--- config.mk ---
export PLATFORM = sky130hd
export DESIGN_NAME = idex_reg_flat
export DESIGN_NICKNAME = d
export VERILOG_FILES = /design/src/rtl/idex_reg_pkg.sv /design/src/rtl/idex_reg_if.sv /design/src/rtl/idex_reg_hazard_detect.sv /design/src/rtl/idex_reg.sv /design/src/flat_wrapper.sv
export SDC_FILE = /design/constraint.sdc
export NUM_CORES = 1
export LEC_CHECK = 0
export ABC_AREA = 1
export CAP_MARGIN = 20
export CORE_MARGIN = 3
export CORE_UTILIZATION = 43
export DETAILED_ROUTE_END_ITERATION = 16
export GPL_TIMING_DRIVEN = 0
export PLACE_DENSITY = 0.86
export SLEW_MARGIN = 20
export SYNTH_ARGS = -nofsm -noshare
export SYNTH_HDL_FRONTEND = slang
export SYNTH_SLANG_ARGS = --single-unit
--- constraint.sdc ---
create_clock -name clk -period 4 [get_ports clk]
set_input_delay 0.8 -clock clk [delete_from_list [all_inputs] [get_ports clk]]
set_output_delay 0.8 -clock clk [all_outputs]
set_load 0.05 [all_outputs]
--- src/rtl/idex_reg_pkg.sv ---
// idex_reg_pkg: widths, control-bundle layout and payload types shared by the ID/EX register slice
package idex_reg_pkg;

   localparam int DW     = 32;
   localparam int RW     = 5;
   localparam int AW     = 4;
   localparam int CTRL_W = 9;

   // Bit positions inside the control bundle, MSB first
   localparam int CTRL_REGWRITE = 8;
   localparam int CTRL_MEMREAD  = 7;
   localparam int CTRL_MEMWRITE = 6;
   localparam int CTRL_MEMTOREG = 5;
   localparam int CTRL_ALUSRC   = 4;
   localparam int CTRL_REGDST   = 3;
   localparam int CTRL_BRANCH   = 2;
   localparam int CTRL_JUMP     = 1;
   localparam int CTRL_SHIFT    = 0;

   // Field order matches the CTRL_* indices above
   typedef struct packed {
      logic reg_write;
      logic mem_read;
      logic mem_write;
      logic mem_to_reg;
      logic alu_src;
      logic reg_dst;
      logic branch;
      logic jump;
      logic shift;
   } ctrl_t;

   localparam ctrl_t NOP_CTRL = '0;

   // Everything the EX stage receives from ID, held as one register
   typedef struct packed {
      logic [DW-1:0] pc;
      logic [DW-1:0] bus_a;
      logic [DW-1:0] bus_b;
      logic [DW-1:0] imm32;
      logic [RW-1:0] rs;
      logic [RW-1:0] rt;
      logic [RW-1:0] rd;
      logic [RW-1:0] rw;
      ctrl_t         ctrl;
      logic [AW-1:0] aluctr;
   } idex_t;

   // What the register does on the next edge when not in reset
   typedef enum logic [1:0] {
      UPD_LOAD,
      UPD_HOLD,
      UPD_BUBBLE
   } upd_e;

   // Destination register: R-type writes rd, everything else writes rt
   function automatic logic [RW-1:0] dest_sel(ctrl_t c, logic [RW-1:0] rd, logic [RW-1:0] rt);
      return c.reg_dst ? rd : rt;
   endfunction

endpackage

--- src/rtl/idex_reg_if.sv ---
// idex_reg_if: ID-side inputs, EX-side outputs and hazard holds of the ID/EX register
interface idex_reg_if;
   import idex_reg_pkg::*;

   logic          ext_stall;
   logic          flush;
   logic [DW-1:0] id_pc;
   logic [RW-1:0] id_rs;
   logic [RW-1:0] id_rt;
   logic [RW-1:0] id_rd;
   logic [DW-1:0] id_busA;
   logic [DW-1:0] id_busB;
   logic [DW-1:0] id_imm32;
   ctrl_t         id_ctrl;
   logic [AW-1:0] id_aluctr;
   logic          pc_hold;
   logic          ifid_hold;
   logic [DW-1:0] ex_pc;
   logic [DW-1:0] ex_busA;
   logic [DW-1:0] ex_busB;
   logic [DW-1:0] ex_imm32;
   logic [RW-1:0] ex_rs;
   logic [RW-1:0] ex_rt;
   logic [RW-1:0] ex_rd;
   logic [RW-1:0] ex_rw;
   ctrl_t         ex_ctrl;
   logic [AW-1:0] ex_aluctr;

   // ID stage / pipeline control side
   modport master (
      output ext_stall, flush, id_pc, id_rs, id_rt, id_rd, id_busA, id_busB, id_imm32, id_ctrl, id_aluctr,
      input  pc_hold, ifid_hold, ex_pc, ex_busA, ex_busB, ex_imm32, ex_rs, ex_rt, ex_rd, ex_rw, ex_ctrl, ex_aluctr
   );

   // The ID/EX register itself
   modport slave (
      input  ext_stall, flush, id_pc, id_rs, id_rt, id_rd, id_busA, id_busB, id_imm32, id_ctrl, id_aluctr,
      output pc_hold, ifid_hold, ex_pc, ex_busA, ex_busB, ex_imm32, ex_rs, ex_rt, ex_rd, ex_rw, ex_ctrl, ex_aluctr
   );

endinterface

--- src/rtl/idex_reg_hazard_detect.sv ---
// idex_reg_hazard_detect: load-use detection between the load in EX and the instruction in ID
module idex_reg_hazard_detect
   import idex_reg_pkg::*;
(
   input  logic          ex_memread,
   input  logic [RW-1:0] ex_rt,
   input  logic [RW-1:0] id_rs,
   input  logic [RW-1:0] id_rt,
   output logic          lu
);

   // A load into $0 never produces a value worth waiting for
   assign lu = ex_memread & (ex_rt != '0) & ((ex_rt == id_rs) | (ex_rt == id_rt));

endmodule

--- src/rtl/idex_reg.sv ---
// idex_reg: ID/EX pipeline register with load-use bubble, branch flush and external hold
module idex_reg
   import idex_reg_pkg::*;
(
   input logic        clk,
   input logic        rst,
   idex_reg_if.slave  bus
);

   idex_t cur;
   idex_t nxt;
   idex_t id_word;
   upd_e  upd;
   logic  lu;

   idex_reg_hazard_detect u_hazard (
      .ex_memread (cur.ctrl.mem_read),
      .ex_rt      (cur.rt),
      .id_rs      (bus.id_rs),
      .id_rt      (bus.id_rt),
      .lu         (lu)
   );

   assign id_word = '{
      pc:     bus.id_pc,
      bus_a:  bus.id_busA,
      bus_b:  bus.id_busB,
      imm32:  bus.id_imm32,
      rs:     bus.id_rs,
      rt:     bus.id_rt,
      rd:     bus.id_rd,
      rw:     dest_sel(bus.id_ctrl, bus.id_rd, bus.id_rt),
      ctrl:   bus.id_ctrl,
      aluctr: bus.id_aluctr
   };

   // Stall outranks flush, flush and load-use both insert an all-zero bubble
   always_comb begin
      upd = bus.ext_stall ? UPD_HOLD : (bus.flush | lu) ? UPD_BUBBLE : UPD_LOAD;
      nxt = (upd == UPD_LOAD) ? id_word : (upd == UPD_HOLD) ? cur : '0;
   end

   // Pipeline register; reset loads a NOP bubble
   always_ff @(posedge clk) begin
      if (rst) cur <= '0;
      else     cur <= nxt;
   end

   // A flushed ID instruction is discarded, so load-use must not hold the front end
   assign bus.pc_hold   = ~rst & (bus.ext_stall | (lu & ~bus.flush));
   assign bus.ifid_hold = ~rst & (bus.ext_stall | (lu & ~bus.flush));

   assign bus.ex_pc     = cur.pc;
   assign bus.ex_busA   = cur.bus_a;
   assign bus.ex_busB   = cur.bus_b;
   assign bus.ex_imm32  = cur.imm32;
   assign bus.ex_rs     = cur.rs;
   assign bus.ex_rt     = cur.rt;
   assign bus.ex_rd     = cur.rd;
   assign bus.ex_rw     = cur.rw;
   assign bus.ex_ctrl   = cur.ctrl;
   assign bus.ex_aluctr = cur.aluctr;

endmodule

--- src/flat_wrapper.sv ---
// flat-port wrapper written by rule: the top's interface ports become plain ports
module idex_reg_flat import idex_reg_pkg::*;
  (clk, rst, bus_ext_stall, bus_flush, bus_id_pc, bus_id_rs, bus_id_rt, bus_id_rd, bus_id_busA, bus_id_busB, bus_id_imm32, bus_id_ctrl, bus_id_aluctr, bus_pc_hold, bus_ifid_hold, bus_ex_pc, bus_ex_busA, bus_ex_busB, bus_ex_imm32, bus_ex_rs, bus_ex_rt, bus_ex_rd, bus_ex_rw, bus_ex_ctrl, bus_ex_aluctr);
  idex_reg_if bus_i ();
  input logic clk;
  input logic rst;
  input wire logic [$bits(bus_i.ext_stall)-1:0] bus_ext_stall;
  input wire logic [$bits(bus_i.flush)-1:0] bus_flush;
  input wire logic [$bits(bus_i.id_pc)-1:0] bus_id_pc;
  input wire logic [$bits(bus_i.id_rs)-1:0] bus_id_rs;
  input wire logic [$bits(bus_i.id_rt)-1:0] bus_id_rt;
  input wire logic [$bits(bus_i.id_rd)-1:0] bus_id_rd;
  input wire logic [$bits(bus_i.id_busA)-1:0] bus_id_busA;
  input wire logic [$bits(bus_i.id_busB)-1:0] bus_id_busB;
  input wire logic [$bits(bus_i.id_imm32)-1:0] bus_id_imm32;
  input wire logic [$bits(bus_i.id_ctrl)-1:0] bus_id_ctrl;
  input wire logic [$bits(bus_i.id_aluctr)-1:0] bus_id_aluctr;
  output wire logic [$bits(bus_i.pc_hold)-1:0] bus_pc_hold;
  output wire logic [$bits(bus_i.ifid_hold)-1:0] bus_ifid_hold;
  output wire logic [$bits(bus_i.ex_pc)-1:0] bus_ex_pc;
  output wire logic [$bits(bus_i.ex_busA)-1:0] bus_ex_busA;
  output wire logic [$bits(bus_i.ex_busB)-1:0] bus_ex_busB;
  output wire logic [$bits(bus_i.ex_imm32)-1:0] bus_ex_imm32;
  output wire logic [$bits(bus_i.ex_rs)-1:0] bus_ex_rs;
  output wire logic [$bits(bus_i.ex_rt)-1:0] bus_ex_rt;
  output wire logic [$bits(bus_i.ex_rd)-1:0] bus_ex_rd;
  output wire logic [$bits(bus_i.ex_rw)-1:0] bus_ex_rw;
  output wire logic [$bits(bus_i.ex_ctrl)-1:0] bus_ex_ctrl;
  output wire logic [$bits(bus_i.ex_aluctr)-1:0] bus_ex_aluctr;
  assign bus_i.ext_stall = bus_ext_stall;
  assign bus_i.flush = bus_flush;
  assign bus_i.id_pc = bus_id_pc;
  assign bus_i.id_rs = bus_id_rs;
  assign bus_i.id_rt = bus_id_rt;
  assign bus_i.id_rd = bus_id_rd;
  assign bus_i.id_busA = bus_id_busA;
  assign bus_i.id_busB = bus_id_busB;
  assign bus_i.id_imm32 = bus_id_imm32;
  assign bus_i.id_ctrl = bus_id_ctrl;
  assign bus_i.id_aluctr = bus_id_aluctr;
  assign bus_pc_hold = bus_i.pc_hold;
  assign bus_ifid_hold = bus_i.ifid_hold;
  assign bus_ex_pc = bus_i.ex_pc;
  assign bus_ex_busA = bus_i.ex_busA;
  assign bus_ex_busB = bus_i.ex_busB;
  assign bus_ex_imm32 = bus_i.ex_imm32;
  assign bus_ex_rs = bus_i.ex_rs;
  assign bus_ex_rt = bus_i.ex_rt;
  assign bus_ex_rd = bus_i.ex_rd;
  assign bus_ex_rw = bus_i.ex_rw;
  assign bus_ex_ctrl = bus_i.ex_ctrl;
  assign bus_ex_aluctr = bus_i.ex_aluctr;
  idex_reg u_core (.clk(clk), .rst(rst), .bus(bus_i));
endmodule
; Word-level counts from Yosys, hierarchy flattened
; Index checks and enable logic that the tools add are counted.
[totals]
register_bits = 161
word_cells = 38
[op_classes]
eq_ne = 4
muxes = 5
n_bitwise = 9
reduce_logical = 2
[ops]
columns = op, count
row1 = 161-bit 2-to-1 mux, 2
row2 = 5-bit == test, 2
row3 = 5-bit 2-to-1 mux, 1
row4 = 5-bit nonzero test, 1
row5 = 1-bit bitwise AND, 4
row6 = 2-bit 2-to-1 mux, 2
row7 = 1-bit bitwise OR, 3
row8 = 2-bit by 1-bit == test with 1-bit output (second input constant), 1
row9 = 2-bit zero test, 1
row10 = 2-bit by 1-bit inequality test with 1-bit output (second input constant), 1
row11 = 1-bit NOT, 2

; Longest topological paths before layout
; Gate-level depths: netlist of the first run.
[logic_depth]
ltp_word = 9
depth_mapped = 11

; By module
; A second synthesis of the first run with hierarchy kept.
[unflattened]
hier_cells = 766
area_unflattened_um2 = 6052.1
[modules_own_cells]
columns = module, n_inst, cells_per_inst, area_per_inst_um2
row1 = idex_reg, 1, 721, 5856.9
row2 = idex_reg_hazard_detect, 1, 45, 195.2

; Worst setup path before layout of the first run
; Ideal clock, no wire load.
[synth_timing]
path_kind = in2out
startpoint = input bus_ext_stall
endpoint = output bus_pc_hold
arrival_ps = 2659
path_slack_ps = 541
stages = 6
n_path_buf = 4
path_cell_list = buf_2 > buf_2 > clkbuf_1 > inv_1 > a21oi_1 > buf_4
[synth_between]
elab_chain_cells = 2
[synth_lines]
columns = item, line_no
row1 = from (decl), flat_wrapper.sv:7  ; input wire logic [$bits(bus_i.ext_stall)-1:0] bus_ext_stall;
row2 = 1-bit bitwise OR, --
row3 = 1-bit bitwise AND, --
row4 = to (decl), flat_wrapper.sv:18  ; output wire logic [$bits(bus_i.pc_hold)-1:0] bus_pc_hold;
; Every way passes these cells.

; Worst setup path in the final report of the first run
[layout_timing]
startpoint = input bus_id_rt[3]
endpoint = output bus_ifid_hold
[layout_between]
elab_chain_cells = 6
[layout_lines]
columns = item, line_no
row1 = from (decl), flat_wrapper.sv:11  ; input wire logic [$bits(bus_i.id_rt)-1:0] bus_id_rt;
row2 = 5-bit == test, idex_reg_hazard_detect.sv:13  ; assign lu = ex_memread & (ex_rt != '0) & ((ex_rt == id_rs) | (ex_rt == id_rt));
row3 = 1-bit bitwise OR, idex_reg_hazard_detect.sv:13
row4 = 1-bit bitwise AND, idex_reg_hazard_detect.sv:13
row5 = 1-bit bitwise AND, idex_reg.sv:51  ; assign bus.ifid_hold = ~rst & (bus.ext_stall | (lu & ~bus.flush));
row6 = 1-bit bitwise OR, idex_reg.sv:51
row7 = 1-bit bitwise AND, idex_reg.sv:51
row8 = to (decl), flat_wrapper.sv:19  ; output wire logic [$bits(bus_i.ifid_hold)-1:0] bus_ifid_hold;
; Every way passes these cells.

==> results.md, run 1 <==
- Status: finished clean
- Hold Path Sink: u_core.bus.ex_pc[15]
- Post-CTS setup repair buffer count: 0
- Pre-CTS setup slack: -0.01448 ns
- Total power: 0.003968 W
- DR iter-0 viols: 371
- Worst R2R Start: u_core.bus.ex_rt[4]
- Vias per cell: 5.163
- Synth cell count leaders: 187 x nand2_1, 162 x a21oi_1, 161 x dfxtp_1, 153 x nand3_1, 38 x clkbuf_1
- Num CTS Buffers: 17
- Most common cell in the netlist: nand2_1
- Critical path peak fanout: 3
- Post-Route WL: 22290 um
- Initial Util: 44.21%
- Drt first pass iters: 5
- Fmax: 265.3 MHz
- Worst Tran Pin Value: 0.6608 ns
- Post-route ant nets: 0
- IO buf count: 319
- Die Wd: 125.7 um
- Layout area overhead: 64.70%
- TritonCTS clock tree: built
- Root Buffer: clkbuf_16
- Worst Hold Path Cells: 2
- Ys Warns: 0
- I/O pin count: 323
- Synth top area share: 52.32%
- Biggest cell delay along the critical path: 0.84 ns
- Hpwl dp: 16580 um
- Design Area, Final: 0.01015 mm2
- Grt met1 use: 29.97%
- Die Area: 0.01580 mm2
- Flop2flop setup slack: 2.32 ns
- Post-Syn Instances: 779
- Die Y: 125.7 um
- Row count: 43
- Core area: 0.01393 mm2
- Synth cell types: 21
- Max Cap Viol: 0
- CP cell instances: clkdlybuf4s50_1 > inv_1 > nand2_1 > nand2_1 > nor2_1 > nand3_1 > nand2_1 > nand3b_1 > a21oi_1 > clkdlybuf4s50_1
- Clock transition at path regs: 0.06 ns
- EDFF count, synth: 0
- # hold bufs at CTS: 0
- Met2 Usage GRT: 47.14%
- Setup ws final: 0.2309 ns
- Layout cells sized above 1: 7.080%
- Worst R2R End: u_core.bus.ex_imm32[13]
- CTS sink cnt: 161
- CTS H-Tree Depth: 4
- Crit-path slowest cell: clkdlybuf4s50_1
- Min Tclk post-route: 3.769 ns
- Cell Area, Synth: 0.006161 mm2
- Min-Delay Path Class: flop to flop
- Post-synthesis net count: 939
- Worst reg2reg path depth: 11
- CP required: 3.20 ns
- Crit-path most repeated cell: nand2_1
- Fin crit share: 94.23%
- Cell taking the most area after synthesis: dfxtp_1
- Cell Pwr Density: 391.0 mW/mm2
- Pleak: 3.658 nW
- Worst Hold Launch: u_core.bus.ex_pc[15]
- Synth area leaders: dfxtp_1 52%, a21oi_1 13%, nand3_1 12%
- Yosys reg bits: 161
- Routed vias: 6769
- Global-route wire length before repair: 34440 um
- Clk Latency, worst-skew pair: 0.43 ns
- Max-slew headroom: 55.95%
- Gr ovfl total: 0
- Final Util: 72.82%
- DRC violations left: 0
- GPL Wtd Cong: 0.8909
- Post-DP Area: 0.009579 mm2
- Ys async rst share: 0%
- Startpoint types: primary input
- Setup TNS: 0 ns
- Critical path endpoint category: output pin
- Gr busiest metal: met2
- Final #Nets: 1277
- Clock skew: 0.008225 ns
- Post-synthesis sequential area ratio: 52.32%
- Hold Vio Cnt, Final: 0
- Avg Cell Area, Syn: 7.909 um2
- Vias in the first global route: 6540
- Setup violators final: 0
- Worst Path Arrival: 2.97 ns
- CP Class: primary input to output pin
- Met3 GRT Util: 11.58%
- Gr usage total: 27.61%
- Final count of pins violating max slew: 0
- Ys flop type: dfxtp_1
- WL/cell: 17.00 um
- Initial antenna violation count: 1
- Clk buf depth: 2
- Pin count of the biggest net entering global routing: 17
- VDD IR max: 0.0002677 V
- Fillcell total: 1059
- Unrepaired setup endpoints after global routing: false
[report_power, final]
part           internal [W]  switching, W
clock              0.000860      0.000687
sequential          0.00167     0.0000332
combinational      0.000301      0.000422
total               0.00283       0.00114
[cells by family (layout without fill, tap and decap cells)]
| kind of cell | count (synthesis) | count (layout) | synth area share, % |
|---|---|---|---|
| and+or+nand+nor | 360 | 360 | 26.32 |
| DFF | 161 | 161 | 52.32 |
| xor gates and xnor gates | 2 | 2 | 0.2844 |
| other | 0 | 1 | 0 |
| AOI/OAI and AO/OA | 166 | 166 | 13.49 |
| buffers and inverters | 88 | 439 | 7.230 |
| muxes | 2 | 2 | 0.3655 |
[per-layer routing]
layer / vias to the layer above / wire [um]
met3: 43 / 2203
met5: - / 0
li1: 3298 / -
met1: 3128 / 8294
met4: 0 / 676
met2: 300 / 11120
[cell type report]
class	instances	area, um2	share of cell area [%]
diodes	1	2.502	0.02466
well taps	180	225.2	2.219
clock buffers	17	425.4	4.192
clock inverters	15	136.4	1.344
plain buffers	73	390.4	3.847
inverters	15	56.30	0.5549
flip-flops and latches	161	3223	31.76
multi-input cells	530	2492	24.56
repair buffers	319	3196	31.49
[flip-flops by register name (all words and copies together), names as in the netlist]
name,cells
u_core.bus.ex_rd,5
u_core.bus.ex_aluctr,4
u_core.bus.ex_rs,5
u_core.bus.ex_pc,32
u_core.bus.ex_busB,32
u_core.bus.ex_rt,5
u_core.bus.ex_busA,32
u_core.bus.ex_ctrl,9
u_core.bus.ex_rw,5
u_core.bus.ex_imm32,32
[repair_timing]
action                     in CTS  in global routing
hold endpoints to repair        0                  0
gates cloned                    0                  0
setup endpoints to repair       1                  1
gates resized for setup         1                  1
[through the flow]
step,hold slack [ns],instances
finish,0.4523,1311
global route,0.4674,1311
CTS,0.4543,1310
detailed placement,0.4457,1278
global placement,0.4406,1278
floorplan,0.4462,779
[how the worst max path moves through the flow]
stage | startpoint | to | slack, ns | depth (start not counted)
5_1_grt | bus_id_rt[3] | bus_ifid_hold | 0.09 | 10
2_1_floorplan | bus_ext_stall | bus_pc_hold | 0.54 | 6
3_3_place_gp | rst | bus_pc_hold | -0.01 | 6
4_1_cts | bus_id_rs[4] | bus_pc_hold | 0.12 | 11
6_report | bus_id_rt[3] | bus_ifid_hold | 0.23 | 10
3_5_place_dp | rst | bus_pc_hold | -0.01 | 6
[critical path, delay by kind of cell]
kind | cells | cell delay (ns)
buf+inv | 3 | 1.43
compound gates | 1 | 0.21
simple gates | 6 | 0.52
[cells in the final DEF, fill, tap and decap left out, types with 3 or more instances in the layout]
master / count
clkinvlp_4: 6
clkinv_2: 3
nor2_1: 6
nand2_1: 187
clkbuf_1: 37
clkdlybuf4s50_1: 318
nand3_2: 10
buf_1: 4
nand3_1: 153
dfxtp_1: 161
buf_6: 9
buf_2: 19
o21ai_0: 4
clkbuf_16: 17
a21oi_1: 162
inv_1: 13
(Power assumes the default switching activity.)
==> run 2, diff against run 1 <==
SETUP_SLACK_MARGIN = 0.5   (was default)
==> run 2 against run 1 <==
Effect of this change: sequential power is essentially flat; clock skew shrank 0.0010 ns; critical endpoint is now bus_pc_hold; via count shrank 0.34%; highest routed layer unchanged; largest power group unchanged; cell count is the same; critical path type unchanged.
==> results.md, run 2 (synthesis results as in run 1) <==
- Max-slew headroom: 58.73% (was 55.95%)
- Clk Latency, worst-skew pair: 0.43 ns (about the same)
- Setup ws final: 0.6706 ns (was 0.2309 ns)
- Pin count of the biggest net entering global routing: 17 (unchanged)
- CTS sink cnt: 161 (unchanged)
- Num CTS Buffers: 17 (unchanged)
- Status: finished clean (unchanged)
- Initial antenna violation count: 1 (unchanged)
- Layout cells sized above 1: 7.345% (was 7.080%)
- Global-route wire length before repair: 34440 um (unchanged)
- Final count of pins violating max slew: 0 (unchanged)
- Post-Route WL: 22310 um (was 22290 um)
- Design Area, Final: 0.01014 mm2 (was 0.01015 mm2)
- IO buf count: 319 (unchanged)
- Commonest non-fill, non-tap cell in the layout: clkdlybuf4s50_1 (unchanged)
- TritonCTS clock tree: built (unchanged)
- Die Wd: 125.7 um (unchanged)
- Clk buf depth: 2 (unchanged)
- Vias in the first global route: 6540 (unchanged)
- Setup TNS: 0 ns (unchanged)
- Critical path endpoint category: output pin (unchanged)
- Hpwl dp: 16580 um (unchanged)
- Hold Vio Cnt, Final: 0 (unchanged)
- Min Tclk post-route: 3.329 ns (was 3.769 ns)
- Final Util: 72.74% (was 72.82%)
- I/O pin count: 323 (unchanged)
- Fmax: 300.4 MHz (was 265.3 MHz)
- Multi-input gate area: 0.002492 mm2 (unchanged)
- Startpoint types: primary input (unchanged)
- Unrepaired setup endpoints after global routing: false (unchanged)
- Pleak: 3.649 nW (was 3.658 nW)
- CTS H-Tree Depth: 4 (unchanged)
- Post-DP Area: 0.009579 mm2 (unchanged)
- Routed vias: 6746 (was 6769)
- Gr ovfl total: 0 (unchanged)
- Setup violators final: 0 (unchanged)
- Vias per cell: 5.146 (was 5.163)
- DRC violations left: 0 (unchanged)
- Final #Nets: 1277 (unchanged)
- Clock transition at path regs: 0.06 ns (about the same)
- CP required: 3.20 ns (about the same)
- DR iter-0 viols: 381 (was 371)
- Gr usage total: 27.61% (unchanged)
- Fin crit share: 83.23% (was 94.23%)
- Max Cap Viol: 0 (unchanged)
- Commonest non-fill, non-tap cells in the layout: 317 x clkdlybuf4s50_1, 187 x nand2_1, 162 x a21oi_1 (was 318 x clkdlybuf4s50_1, 187 x nand2_1, 162 x a21oi_1)
- Register area: 0.003223 mm2 (unchanged)
- Die Y: 125.7 um (unchanged)
- Pre-CTS setup slack: -0.01448 ns (unchanged)
- Initial Util: 44.21% (unchanged)
- # hold bufs at CTS: 0 (unchanged)
- Drt first pass iters: 5 (unchanged)
- Cell Pwr Density: 391.8 mW/mm2 (was 391.0 mW/mm2)
- VDD IR max: 0.0002677 V (about the same)
- Worst Path Arrival: 2.53 ns (was 2.97 ns)
- Worst Tran Pin Value: 0.6172 ns (was 0.6608 ns)
- Core area: 0.01393 mm2 (unchanged)
- Post-route ant nets: 0 (unchanged)
- Row count: 43 (unchanged)
- Layout area overhead: 64.52% (was 64.70%)
- Root Buffer: clkbuf_16 (unchanged)
- Fillcell total: 1061 (was 1059)
- GPL Wtd Cong: 0.8909 (unchanged)
- WL/cell: 17.02 um (was 17.00 um)
- CP Class: primary input to output pin (unchanged)
- Die Area: 0.01580 mm2 (unchanged)
- Min-Delay Path Class: flop to flop (unchanged)
- Clock skew: 0.007211 ns (was 0.008225 ns)
- Critical path peak fanout: 3 (unchanged)
==> run 2: changes by cell type in the layout (fill, tap and decap cells not counted), sizes merged <==
cell           change
buf                +1
clkbuf             +1
dlymetal6s2s       -1
clkdlybuf4s50      -1
==> run 2: per-stage QoR <==
step                      instances  hold slack, ns  power, W
after floorplan                 779          0.4462  0.002110
after detailed placement       1278          0.4457  0.002453
after CTS                      1310          0.4543  0.003991
final                          1311          0.4528  0.003971
after global placement         1278          0.4406  0.002446
after global routing           1311          0.4674  0.004107
==> run 2: layout make-up <==
type                       count  area share, %
antenna                        1        0.02469
buffer                        73          3.864
clock buffer                  17          4.197
clock inverter                15          1.346
inverter                      15         0.5555
multi-input combinational    530          24.59
sequential                   161          31.80
tap                          180          2.222
timing repair buffer         319          31.40
==> run 2: final timing paths <==
kind | start | end | slack (ns) | cells past startpoint
worst max register to register | u_core.bus.ex_rt[4] | u_core.bus.ex_imm32[13] | 2.32 | 11
worst min register to register | u_core.bus.ex_pc[15] | u_core.bus.ex_pc[15] | 0.45 | 2
worst max-delay path | bus_id_rt[3] | bus_pc_hold | 0.67 | 11
worst min-delay path | u_core.bus.ex_pc[15] | u_core.bus.ex_pc[15] | 0.45 | 2
==> run 2: critical path: stages <==
cell and delay, ns:
clkdlybuf4s50_1 0.51, inv_1 0.08, nand2_1 0.06, nand2_1 0.05, nor2_1 0.11, nand3_1 0.08
nand2_1 0.12, nand3b_1 0.12, a21oi_1 0.21, buf_4 0.14, buf_2 0.25
==> run 2: power by group <==
part,internal (W),switching (W)
Sequential,0.00167,0.0000332
Combinational,0.000300,0.000422
Clock,0.000860,0.000690
Total,0.00283,0.00115
==> run 2: what timing repair did <==
item / CTS / global route
pin swaps: 0 / 0
buffers inserted: 0 / 0
resized for setup: 7 / 3
endpoints found under the setup margin: 2 / 2
==> run 2: routing by layer <==
layer	share of wire [%]	vias up	global-route usage, %
met3	9.9	43	11.58
met5	0	-	0
met2	50	286	47.14
met1	37	3120	29.97
met4	3.0	0	12.18
li1	-	3297	-
==> run 3, diff against run 2 <==
CORE_UTILIZATION = 36   (was 43)
PLACE_DENSITY = 0.77   (was 0.86)
clock period = 3.06 ns   (was 4 ns; I/O delays follow)
==> run 3 against run 2 <==
Effect of this change: design area grew 0.85%; hold slack got worse by 0.0047 ns; count of clock-buffer cells in the layout unchanged; utilization decreased by 11 points; die area is 18% higher; combinational power rose by 31%; clock skew rose by 0.011 ns; cell count is 3.1% higher; critical path type unchanged; highest routed layer unchanged.
==> results.md, run 3 (synthesis results as in run 1) <==
- Fin Hold WS: 0.4482 ns (was 0.4528 ns)
- Status: finished clean (unchanged)
- # hold bufs at CTS: 0 (unchanged)
- Die Area: 0.01872 mm2 (was 0.01580 mm2)
- Min Tclk post-route: 2.486 ns
- Clock skew: 0.01779 ns (was 0.007211 ns)
- CP required: 2.45 ns (was 3.20 ns)
- CTS sink cnt: 161 (unchanged)
- DRC violations left: 0 (unchanged)
- Diodes inserted: 0 (was 1)
- Pin count of the biggest net entering global routing: 17 (unchanged)
- Clk Latency, worst-skew pair: 0.43 ns (about the same)
- Layout area overhead: 65.92% (was 64.52%)
- Crit path launch: bus_id_rt[2] (was bus_id_rt[3])
- Post-Route WL: 22710 um (was 22310 um)
- Initial Util: 37.02% (was 44.21%)
- Worst Hold Launch: bus_id_rt[1] (was u_core.bus.ex_pc[15])
- VDD IR max: 0.0003697 V (was 0.0002677 V)
- TritonCTS clock tree: built (unchanged)
- CTS H-Tree Depth: 4 (unchanged)
- WL/cell: 16.80 um (was 17.02 um)
- Flop2flop setup slack: 1.28 ns (was 2.32 ns)
- Min-Delay Path Class: primary input to flop (was flop to flop)
- Row count: 47 (was 43)
- Die Wd: 136.8 um (was 125.7 um)
- Gr usage total: 22.92% (was 27.61%)
- Critical path peak fanout: 3 (unchanged)
- Worst R2R Start: u_core.bus.ex_rt[0] (was u_core.bus.ex_rt[4])
- CP Class: primary input to output pin (unchanged)
- Setup TNS: 0 ns (unchanged)
- Unrepaired setup endpoints after global routing: false (unchanged)
- Routed vias: 6657 (was 6746)
- Total power: 0.005208 W (was 0.003971 W)
- Worst Path Arrival: 1.87 ns (was 2.53 ns)
- Max-slew headroom: 57.23% (was 58.73%)
- Hpwl dp: 17080 um (was 16580 um)
- Layout cells sized above 1: 9.187% (was 7.345%)
- Setup violators final: 0 (unchanged)
- Fin crit share: 81.23%
- Clock transition at path regs: 0.06 ns (about the same)
- Die Y: 136.8 um (was 125.7 um)
- Hold Vio Cnt, Final: 0 (unchanged)
- DR iter-0 viols: 274 (was 381)
- Gr ovfl total: 0 (unchanged)
- Critical path endpoint category: output pin (unchanged)
- Worst Tran Pin Value: 0.6395 ns (was 0.6172 ns)
- Commonest non-fill, non-tap cell in the layout: clkdlybuf4s50_1 (unchanged)
- I/O pin count: 323 (unchanged)
- Clk buf depth: 2 (unchanged)
- Vias in the first global route: 6203 (was 6540)
- Startpoint types: primary input (unchanged)
- Fillcell total: 1530 (was 1061)
- Fmax: 402.3 MHz
- Commonest non-fill, non-tap cells in the layout: 307 x clkdlybuf4s50_1, 184 x nand2_1, 161 x a21oi_1 (was 317 x clkdlybuf4s50_1, 187 x nand2_1, 162 x a21oi_1)
- Final #Nets: 1279 (was 1277)
- Max Cap Viol: 0 (unchanged)
- Pleak: 3.689 nW (was 3.649 nW)
- Root Buffer: clkbuf_16 (unchanged)
- GPL Wtd Cong: 0.8441 (was 0.8909)
- Final count of pins violating max slew: 0 (unchanged)
- Drt first pass iters: 4 (was 5)
- Post-route ant nets: 0 (unchanged)
- Core area: 0.01664 mm2 (was 0.01393 mm2)
- Vias per cell: 4.924 (was 5.146)
- Global-route wire length before repair: 33000 um (was 34440 um)
- IO buf count: 319 (unchanged)
- Initial antenna violation count: 0 (was 1)
- Num CTS Buffers: 17 (unchanged)
- Cell Pwr Density: 509.4 mW/mm2 (was 391.8 mW/mm2)
[run 3: worst max-delay path, cell delays in order]
cell and delay [ns]:
clkdlybuf4s15_1 0.20, inv_1 0.07, nand2_1 0.06, nand2_1 0.05, nor2_1 0.08, nand3_1 0.11, nand2_2 0.09, nand3b_1 0.15
a21oi_4 0.20, buf_6 0.12, buf_8 0.13
[run 3: report_power, final]
| part | internal [W] | leakage (nW) | total (W) | switching (W) |
|---|---|---|---|---|
| clock | 0.00113 | 0.267 | 0.00204 | 0.000918 |
| combinational | 0.000392 | 2.11 | 0.000943 | 0.000550 |
| sequential | 0.00217 | 1.32 | 0.00222 | 0.0000456 |
| total | 0.00369 | 3.69 | 0.00521 | 0.00151 |
[run 3: per-layer routing]
metal / track usage (%) / up-vias / part of all wire, %
li1: - / 3301 / -
met1: 24.27 / 3035 / 37
met2: 38.80 / 283 / 48
met3: 11.25 / 38 / 12
met4: 9.645 / 0 / 3.2
met5: 0 / - / 0
[run 3: repair_timing]
| action | in CTS | in global routing |
|---|---|---|
| pin swaps | 4 | 8 |
| setup buffers | 1 | 1 |
| gates resized for setup | 30 | 30 |
| cloned | 0 | 0 |
| setup endpoints to repair | 2 | 2 |
[run 3: area by class of cell]
type / instances / area (um2) / area share, %
Buffer: 73 / 406.6 / 3.978
Clock buffer: 17 / 425.4 / 4.162
Clock inverter: 15 / 132.6 / 1.297
Inverter: 15 / 58.81 / 0.5753
Multi-Input combinational cell: 530 / 2511 / 24.57
Sequential cell: 161 / 3239 / 31.69
Tap cell: 220 / 275.3 / 2.693
Timing Repair Buffer: 321 / 3173 / 31.04
[run 3: worst paths after layout]
check                                               to  cells past startpoint
worst min register to register    u_core.bus.ex_pc[19]                      2
worst max register to register  u_core.bus.ex_busB[13]                     13
worst min-delay path               u_core.bus.ex_rt[1]                      3
worst max-delay path                       bus_pc_hold                     11
[run 3: per-stage QoR]
stage / setup WS [ns] / util (%) / instances / area [um2]
after floorplan: 0.5115 / - / 779 / 6175
after global placement: -0.5448 / 57.94 / 1318 / 9643
after detailed placement: -0.5929 / 57.94 / 1318 / 9643
after CTS: 0.5235 / 61.36 / 1351 / 10210
after global routing: 0.4884 / 61.42 / 1352 / 10220
final: 0.5742 / 61.42 / 1352 / 10220
